<file path="src/rtl/alu_slice.sv">
// One bit slice of a ripple ALU: full adder, bitwise ops, one column of a
// four-stage barrel shifter, and a registered result.
module alu_slice (
    input  logic Clock,
    input  logic Reset,
    input  logic A,
    input  logic B,
    input  logic SUB,
    input  logic ZeroA,
    input  logic CIn_Slice,
    input  logic nZ_prev,
    input  logic FAOut,
    input  logic AND,
    input  logic OR,
    input  logic XOR,
    input  logic NOT,
    input  logic NAND,
    input  logic NOR,
    input  logic ShOut,
    input  logic Sh8,
    input  logic Sh4,
    input  logic Sh2,
    input  logic Sh1,
    input  logic ShB,
    input  logic ShL,
    input  logic ShR,
    input  logic Sh8E_L,
    input  logic Sh4D_L,
    input  logic Sh2C_L,
    input  logic Sh1_L_In,
    input  logic Sh8D_R,
    input  logic Sh4C_R,
    input  logic Sh2B_R,
    input  logic Sh1_R_In,
    output logic Sh8A_L,
    output logic Sh4A_L,
    output logic Sh2A_L,
    output logic Sh1_L_Out,
    output logic Sh8Z_R,
    output logic Sh4Z_R,
    output logic Sh2Z_R,
    output logic Sh1_R_Out,
    output logic Sum,
    output logic COut,
    output logic nZ,
    output logic ALU_Out
);

    logic fa_1;
    logic fa_2;
    logic operand;
    logic shift_en;
    logic n8, n4, n2, n1;
    logic s8, s4, s2, s1;
    logic result;
    logic alu_out_q;

    // Adder
    assign fa_1 = A & ~ZeroA;
    assign fa_2 = B ^ SUB;
    assign Sum  = fa_1 ^ fa_2 ^ CIn_Slice;
    assign COut = (fa_1 & fa_2) | (CIn_Slice & (fa_1 ^ fa_2));
    assign nZ   = nZ_prev | Sum;

    // Shifter column; left chain wins when both directions are requested
    assign operand  = ShB ? B : A;
    assign shift_en = ShL | ShR;

    always_comb begin
        n8 = 1'b0;
        n4 = 1'b0;
        n2 = 1'b0;
        n1 = 1'b0;
        if (ShL) begin
            n8 = Sh8E_L;
            n4 = Sh4D_L;
            n2 = Sh2C_L;
            n1 = Sh1_L_In;
        end else if (ShR) begin
            n8 = Sh8D_R;
            n4 = Sh4C_R;
            n2 = Sh2B_R;
            n1 = Sh1_R_In;
        end
    end

    assign s8 = (shift_en & Sh8) ? n8 : operand;
    assign s4 = (shift_en & Sh4) ? n4 : s8;
    assign s2 = (shift_en & Sh2) ? n2 : s4;
    assign s1 = (shift_en & Sh1) ? n1 : s2;

    assign Sh8A_L    = operand;
    assign Sh4A_L    = s8;
    assign Sh2A_L    = s4;
    assign Sh1_L_Out = s2;
    assign Sh8Z_R    = operand;
    assign Sh4Z_R    = s8;
    assign Sh2Z_R    = s4;
    assign Sh1_R_Out = s2;

    // Result select: first active strobe wins
    always_comb begin
        result = 1'b0;
        if (FAOut) begin
            result = Sum;
        end else if (AND) begin
            result = A & B;
        end else if (OR) begin
            result = A | B;
        end else if (XOR) begin
            result = A ^ B;
        end else if (NOT) begin
            result = ~A;
        end else if (NAND) begin
            result = ~(A & B);
        end else if (NOR) begin
            result = ~(A | B);
        end else if (ShOut) begin
            result = s1;
        end
    end

    always_ff @(posedge Clock) begin
        if (Reset) begin
            alu_out_q <= 1'b0;
        end else begin
            alu_out_q <= result;
        end
    end

    assign ALU_Out = alu_out_q;

endmodule

</file>
<file path="config.mk">
export PLATFORM = sky130hd
export DESIGN_NAME = alu_slice
export DESIGN_NICKNAME = d
export VERILOG_FILES = /design/src/rtl/alu_slice.sv
export SDC_FILE = /design/constraint.sdc
export NUM_CORES = 1
export LEC_CHECK = 0
export BUFFER_PORTS_ARGS = -buffer_cell sky130_fd_sc_hd__clkbuf_2
export CAP_MARGIN = 5
export CORE_AREA = 8 8 45 47
export CTS_BUF_LIST = sky130_fd_sc_hd__clkbuf_2 sky130_fd_sc_hd__clkbuf_4 sky130_fd_sc_hd__clkbuf_8
export DETAILED_ROUTE_END_ITERATION = 12
export DIE_AREA = 0 0 53 55
export GPL_TIMING_DRIVEN = 0
export PLACE_DENSITY = 0.75
export SYNTH_ARGS = -nofsm -noshare
export SYNTH_HDL_FRONTEND = slang
export SYNTH_SLANG_ARGS = --single-unit
</file>
<file path="constraint.sdc">
create_clock -name Clock -period 1.3 [get_ports Clock]
set_input_delay 0.13 -clock Clock [delete_from_list [all_inputs] [get_ports Clock]]
set_output_delay 0.13 -clock Clock [all_outputs]
set_load 0.01 [all_outputs]
</file>
==> results of run 1 <==
-- final cells by class --
| type | instances | area [um2] |
|---|---|---|
| Fill cell | 100 | 415.4 |
| Sequential cell | 1 | 20.02 |
| Buffer | 4 | 30.03 |
| Inverter | 9 | 33.78 |
| Tap cell | 16 | 20.02 |
| Multi-Input combinational cell | 44 | 506.7 |
| Timing Repair Buffer | 52 | 357.8 |
-- synthesized netlist by cell type (all sizes together) --
| cell | number | area, um2 |
|---|---|---|
| a211o | 1 | 8.760 |
| a211oi | 3 | 22.52 |
| a21o | 1 | 7.510 |
| a21oi | 3 | 15.01 |
| a311oi | 1 | 8.760 |
| a31o | 2 | 17.52 |
| a31oi | 1 | 6.260 |
| buf | 5 | 41.29 |
| dfxtp | 1 | 20.02 |
| fa | 1 | 20.02 |
| ha | 2 | 25.02 |
| inv | 9 | 33.78 |
| mux2i | 4 | 40.04 |
| nand2 | 3 | 11.26 |
| nand2b | 5 | 33.78 |
| nand3 | 1 | 5.000 |
| nand3b | 2 | 15.01 |
| nand4 | 1 | 6.260 |
| nand4bb | 1 | 11.26 |
| nor2b | 1 | 8.760 |
| nor3b | 1 | 7.510 |
| o2111ai | 1 | 8.760 |
| o21ai | 5 | 25.02 |
| o32a | 1 | 11.26 |
| o32ai | 1 | 16.27 |
| or2 | 1 | 6.260 |
| xnor2 | 1 | 8.760 |
-- worst max-delay path by stage --
stage / to / slack, ns / cells after the start
CTS: Sh2Z_R / -0.09 / 8
detailed placement: Sh1_R_Out / -0.21 / 7
global placement: ALU_Out / -0.20 / 6
global route: Sh2Z_R / -0.08 / 7
finish: Sh2Z_R / 0.004 / 7
floorplan: Sh2Z_R / 0.01 / 6
-- power by group through the flow --
stage,registers (W),clock network [W],logic (W)
2_1_floorplan,0.0000376,0,0.000156
3_3_place_gp,0.0000356,0,0.000273
3_5_place_dp,0.0000356,0,0.000280
4_1_cts,0.0000356,0,0.000345
5_1_grt,0.0000360,0,0.000423
6_report,0.0000356,0,0.000393
-- per-stage QoR --
| stage | setup slack (ns) | power, W | instances |
|---|---|---|---|
| after floorplan | 0.009756 | 0.0001934 | 59 |
| after global placement | -0.2000 | 0.0003081 | 117 |
| after detailed placement | -0.2104 | 0.0003154 | 117 |
| after CTS | -0.09285 | 0.0003807 | 123 |
| after global routing | -0.07886 | 0.0004589 | 126 |
| final | 0.003956 | 0.0004281 | 126 |
-- critical path: stages --
cell	delay, ns
buf_12	0.11
o21ai_4	0.19
mux2i_4	0.29
mux2i_1	0.11
a21oi_2	0.13
buf_4	0.12
buf_6	0.09
-- repair_timing --
action | in CTS | in global routing
setup buffers | 6 | 4
pin swaps | 10 | 10
setup endpoints to repair | 5 | 7
endpoints found under the hold margin | 0 | 0
cloned | 0 | 0
resized for setup | 23 | 24
-- routing by layer --
metal | track usage, % | up-vias
li1 | - | 316
met1 | 11.76 | 300
met2 | 24.41 | 13
met3 | 0.8021 | 0
met4 | 0 | 0
met5 | 0 | -
-- cell families after synthesis --
| kind of cell | synth area share, % |
|---|---|
| AOI/OAI and AO/OA | 33.43 |
| and+or+nand+nor | 23.80 |
| buffers and inverters | 17.00 |
| muxes | 9.066 |
| adders and majority gates | 10.20 |
| xor gates and xnor gates | 1.983 |
| DFF | 4.533 |
-- cell usage in the layout, fill, tap and decap left out, types with 2 or more instances in the layout --
cell type  count
a211oi_2       3
a21oi_1        2
buf_4         15
buf_8          2
clkbuf_2      34
ha_4           2
inv_1          7
inv_2          2
mux2i_4        3
nand2_1        3
nand2b_1       4
nand3b_1       2
o21ai_0        2
o21ai_2        2
==> results.cfg, run 1 <==
[layout]
antenna_cells = 0
drive_gt1_share_pct = 72.73
syn_to_final_growth_pct = 119.3
fin_nets = 146
largest_reg_flops = 1
design_area_um2 = 968.4
post-route-util_pct = 69.98

[synthesis]
yosysSeqAreaShare_pct = 4.533
synthDistinctLibCells = 31
synth_nets = 93
synth.avg_cell_area_um2 = 7.486
ys_seq_elements = 1
synthCells = 59
ys_warn_count = 0
synth_area_um2 = 441.7

[run_status]
outcome = completed

[worst_hold_path]
min_from = Reset
hold_path_end = ALU_Out
hold_path_depth = 4
hp-class = input port to register

[global_routing]
grt_pass1_vias = 635
grt_util_all_layers_pct = 11.22
grt_max_degree = 9
grt_pass1_wl_um = 2642
grt_overflow_total = 0
antenna_found_initial = 0

[worst_setup_path]
crit_arrival_ns = 1.17
worstSetupStartpoint = ShR
endpoint_kind = output port
crit_type = input port to output port
required_ns = 1.17
cp_max_fo = 4
start_kind = input port

[pwr]
power_switching_w = 0.0001789
p_int_w = 0.0002493
pwr-share-comb_pct = 91.7
irDropWorstVdd_mv = 0.2143
pwr-share-seq_pct = 8.3
power.share.switching_pct = 41.78
p_leak_nw = 0.4642
power_density_mw_per_mm2 = 442.1
p_clk_share_pct = 0

[floorplanning]
io_pins = 43
die_x_um = 53
die-area_mm2 = 0.002915
rows = 14
start_util_pct = 31.92
die_h_um = 55
coreArea_mm2 = 0.001384

[detailed_routing]
wire_per_inst_um = 15.91
wl_met2_um = 1199
drt_iter0_drc = 10
via_per_inst = 4.992
route.detailed.drc = 0
wl_met1_um = 730
vias = 629
wl_met3_um = 75
drt_first_pass_iters = 4
maxUsedRoutingLayer = met3
antenna_left = 0
routed_wl_um = 2005

[sta]
post-route-period-util_pct = 99.70
final.min_clock_period_ns = 1.296
hold_viol_final = 0
slew_headroom_pct = 83.52
fmax_ghz = 0.7716
setup_viol = 0
hold_slack_ns = 0.4064
tightest_slew_ns = 0.2420
rsz0062_at_grt = true
tns_ns = 0
slew_viol_final = 0

[place]
placed_cell_area_um2 = 699.4
routabilityCongestion = 0.7577
io_buffers = 42
hpwlAfterDp_um = 1367

[clock_network]
path_clk_slew_ns = 0
postCtsHoldBufs = 0

[flow_run]
cap_viol_max_count = 0
No activity file was read; power rests on OpenSTA's default activity.
==> inputs of run 2 (changes only) <==
==> constraint.sdc (replaced) <==
create_clock -name Clock -period 1.3 [get_ports Clock]
set_input_delay 0.13 -clock Clock [delete_from_list [all_inputs] [get_ports Clock]]
set_output_delay 0.13 -clock Clock [all_outputs]
set_load 0.005 [all_outputs]
==> results.cfg, run 2 (same netlist as run 1, synthesis figures left out) <==
[pwr]
pwr-share-comb_pct = 90.4
irDropWorstVdd_mv = 0.1991
p_leak_nw = 0.4159
power_density_mw_per_mm2 = 425.9
p_clk_share_pct = 0
pwr-share-seq_pct = 9.6
p_int_w = 0.0002200
power_switching_w = 0.0001493
power.share.switching_pct = 40.42
fin_total_pwr_w = 0.0003693

[global_routing]
grt_pass1_vias = 567
grt_util_all_layers_pct = 9.716
grt_pass1_wl_um = 2332
grt_max_degree = 9
antenna_found_initial = 0
grt_overflow_total = 0

[layout]
syn_to_final_growth_pct = 96.32
layout_common_cells = clkbuf_2, buf_4, inv_1
ff_latch_area_um2 = 20.02
largest_reg_flops = 1
fin_nets = 141
multi_input_area_um2 = 464.2
mostFrequentLayoutCell = clkbuf_2
drive_gt1_share_pct = 67.62
design_area_um2 = 867.1
antenna_cells = 0
fillCellCount = 112

[sta]
rsz0062_at_grt = true
setup_slack_ns = -0.09985
slew_viol_final = 0
tightest_slew_ns = 0.3585
fmax_ghz = 0.7144
setup_viol = 3
slew_headroom_pct = 75.63
post-route-period-util_pct = 107.7
hold_viol_final = 0
hold_slack_ns = 0.4383
final.min_clock_period_ns = 1.400

[flow_run]
cap_viol_max_count = 0

[worst_setup_path]
crit_arrival_ns = 1.27
required_ns = 1.17
endpoint_kind = output port
crit_type = input port to output port
cp_max_fo = 3
start_kind = input port

[detailed_routing]
drt_iter0_drc = 12
routed_wl_um = 1788
route.detailed.drc = 0
vias = 608
drt_first_pass_iters = 4
via_per_inst = 5.025
antenna_left = 0
wire_per_inst_um = 14.78

[run_status]
violations = setup timing
outcome = finished with violations

[place]
placed_cell_area_um2 = 679.4
hpwlAfterDp_um = 1326
io_buffers = 42
routabilityCongestion = 0.7981

[clock_network]
path_clk_slew_ns = 0
postCtsHoldBufs = 0

[floorplanning]
die_x_um = 53
die-area_mm2 = 0.002915
start_util_pct = 31.92
rows = 14
io_pins = 43
die_h_um = 55
coreArea_mm2 = 0.001384

[worst_hold_path]
hp-class = input port to register
[run 2: layer usage]
| layer | vias to the layer above | part of all wire [%] | GRT usage, % |
|---|---|---|---|
| li1 | 302 | - | - |
| met1 | 293 | 36 | 9.545 |
| met2 | 13 | 60 | 21.29 |
| met3 | 0 | 3.6 | 1.070 |
| met4 | 0 | 0 | 0.8621 |
| met5 | - | 0 | 0 |
[run 2: cell type report]
class,instances,area share (%)
Buffer,3,2.597
Inverter,9,3.896
Multi-Input combinational cell,44,53.54
Sequential cell,1,2.309
Tap cell,16,2.309
Timing Repair Buffer,48,35.35
[run 2: final timing paths]
kind,startpoint,to,cells past startpoint
worst max-delay path,ShB,Sh2Z_R,7
worst min-delay path,Reset,ALU_Out,4
[run 2: worst max-delay path, stage by stage]
cell and delay [ns]:
clkbuf_2 0.10, mux2i_2 0.37, mux2i_2 0.16, o21ai_1 0.19
a21oi_2 0.08, buf_4 0.13, buf_6 0.10
[run 2: repair_timing]
action,4_1_cts,5_1_grt
endpoints found under the setup margin,4,6
setup buffers,3,3
pin swaps,1,11
resized for setup,7,38
[run 2: metrics by stage]
| step | setup slack, ns | utilization [%] | setup TNS [ns] | cells |
|---|---|---|---|---|
| finish | -0.09985 | 62.66 | -0.2846 | 121 |
| detailed placement | -0.2272 | 49.10 | -0.6023 | 117 |
| CTS | -0.09511 | 52.89 | -0.2582 | 120 |
| global route | -0.1313 | 62.66 | -0.3881 | 121 |
| global placement | -0.2086 | 49.10 | -0.5159 | 117 |
| floorplan | 0.02989 | - | 0 | 59 |
[run 2: power by group through the flow]
| stage | Clock, W | Combinational (W) | Sequential (W) |
|---|---|---|---|
| floorplan | 0 | 0.000130 | 0.0000362 |
| global route | 0 | 0.000359 | 0.0000360 |
| CTS | 0 | 0.000273 | 0.0000356 |
| detailed placement | 0 | 0.000249 | 0.0000356 |
| finish | 0 | 0.000334 | 0.0000356 |
| global placement | 0 | 0.000244 | 0.0000357 |
==> inputs of run 3 (changes only) <==
Settings changed: ABC_AREA set to 1, PLACE_DENSITY 0.75 to 0.72.
==> results.cfg, run 3 <==
[run_status]
outcome = finished with violations
violations = setup timing

[sta]
final.min_clock_period_ns = 1.501
setup_viol = 3
slew_headroom_pct = 80.66
rsz0062_at_grt = true
slew_viol_final = 0
tns_ns = -0.3880
fmax_ghz = 0.6664
setup_slack_ns = -0.2007
post-route-period-util_pct = 115.4
tightest_slew_ns = 0.2870
hold_viol_final = 0

[detailed_routing]
drt_first_pass_iters = 4
via_per_inst = 4.321
route.detailed.drc = 0
wire_per_inst_um = 10.75
antenna_left = 0
routed_wl_um = 1408
vias = 566
drt_iter0_drc = 7

[global_routing]
grt_pass1_wl_um = 2111
grt_overflow_total = 0
grt_util_all_layers_pct = 8.838
antenna_found_initial = 0
grt_max_degree = 11
grt_pass1_vias = 533

[layout]
post-route-util_pct = 50.36
largest_reg_flops = 1
multi_input_area_um2 = 316.6
antenna_cells = 0
mostFrequentLayoutCell = clkbuf_2
ff_latch_area_um2 = 20.02
drive_gt1_share_pct = 59.13
syn_to_final_growth_pct = 70.86
fillCellCount = 146
layout_common_cells = clkbuf_2, nand2_1, inv_1
fin_nets = 151

[flow_run]
cap_viol_max_count = 0

[synthesis]
synth_edf_count = 0
synth.area.top_cells = nand2_1, inv_1, a21oi_1
ys_warn_count = 0
synthFlopType = dfxtp_1
synth_area_um2 = 407.9
synth_nets = 104
async_flop_share_pct = 0
ys_seq_elements = 1
yosysTopAreaCell = nand2_1
synthDistinctLibCells = 23
netlist.area_leader.share_pct = 19.33
synthCells = 70
yosysSeqAreaShare_pct = 4.908
synth.avg_cell_area_um2 = 5.827
synth.top_cells.by_count = nand2_1, inv_1, a21oi_1
yosysMostFrequentCell = nand2_1

[worst_setup_path]
crit_end = nZ
cpPeakStageDelay_ns = 0.54
path_common_cell = or2_4
start_kind = input port
cp.depth = 7
critPathTopFamily = adder cells
required_ns = 1.17
path_cells = buf_8 -> inv_4 -> or2_4 -> fa_1 -> inv_2 -> or2_4 -> buf_6
endpoint_kind = output port
crit_type = input port to output port
cp_max_fo = 2
crit_arrival_ns = 1.37
cp_num_buf_inv = 4
slowest_stage = fa_1
worstSetupStartpoint = A

[floorplanning]
start_util_pct = 29.48
die-area_mm2 = 0.002915
die_x_um = 53
io_pins = 43
coreArea_mm2 = 0.001384
rows = 14
die_h_um = 55

[pwr]
p_leak_nw = 0.4458
fin_total_pwr_w = 0.0003158
irDropWorstVdd_mv = 0.2515
power_density_mw_per_mm2 = 453.1

[worst_hold_path]
hp-class = input port to register

[clock_network]
path_clk_slew_ns = 0

[place]
io_buffers = 41
hpwlAfterDp_um = 1221
routabilityCongestion = 0.6965
post-place-ws_ns = -0.3139
-- run 3: changes by cell type in the layout (fill, tap and decap cells not counted), sizes merged, moves of 3 or more --
cell and delta:
inv +3, clkbuf +5, nand2b -5, buf -6, nand2 +21, a211oi -3
a21oi +4, nor2 +4, mux2i -4
-- run 3: how the worst min path moves through the flow --
| stage | cells past startpoint | endpoint | start | slack, ns |
|---|---|---|---|---|
| 3_3_place_gp | 3 | ALU_Out | Reset | 0.38 |
| 5_1_grt | 3 | ALU_Out | Reset | 0.42 |
| 3_5_place_dp | 3 | ALU_Out | Reset | 0.40 |
| 2_1_floorplan | 2 | ALU_Out | Reset | 0.28 |
| 6_report | 3 | ALU_Out | Reset | 0.40 |
| 4_1_cts | 3 | ALU_Out | Reset | 0.41 |
-- run 3: cells by family (layout without fill, tap and decap cells) --
kind of cell	count (synthesis)	after routing	share of synthesized area [%]
buf+inv	17	62	21.16
xor+xnor	1	1	2.148
flops	1	1	4.908
simple gates	34	34	39.27
compound gates	14	14	21.47
fa+ha+maj	3	3	11.04
-- run 3: repair_timing --
action / CTS / global route
setup buffers: 3 / 1
setup endpoints to repair: 3 / 4
hold buffers: 0 / 0
pin swaps: 1 / 0
gates resized for setup: 3 / 6
-- run 3: layer usage --
layer,share of wire (%),track usage (%),wire length [um]
met1,33,8.321,459
met2,57,18.75,802
met3,10,2.941,146
met4,0,0,0
met5,0,0,0
-- run 3: final cells by class --
| type | instances | share of cell area (%) |
|---|---|---|
| multi-input cells | 52 | 45.42 |
| well taps | 16 | 2.873 |
| flip-flops and latches | 1 | 2.873 |
| inverters | 12 | 6.822 |
| plain buffers | 5 | 5.925 |
| repair buffers | 45 | 36.09 |
-- run 3: power breakdown --
group | switching [W] | internal, W | total (W) | leakage, nW
clock network | 0 | 0 | 0 | 0
registers | 0.000000622 | 0.0000346 | 0.0000352 | 0.00835
logic | 0.000123 | 0.000157 | 0.000281 | 0.437
-- run 3: stage by stage --
step,hold WS (ns),cell area (um2),cells
final,0.4019,696.9,131
after global routing,0.4182,696.9,131
after CTS,0.4082,671.9,130
after detailed placement,0.4050,638.1,127
after global placement,0.3782,638.1,127
after floorplan,0.2821,412.9,70
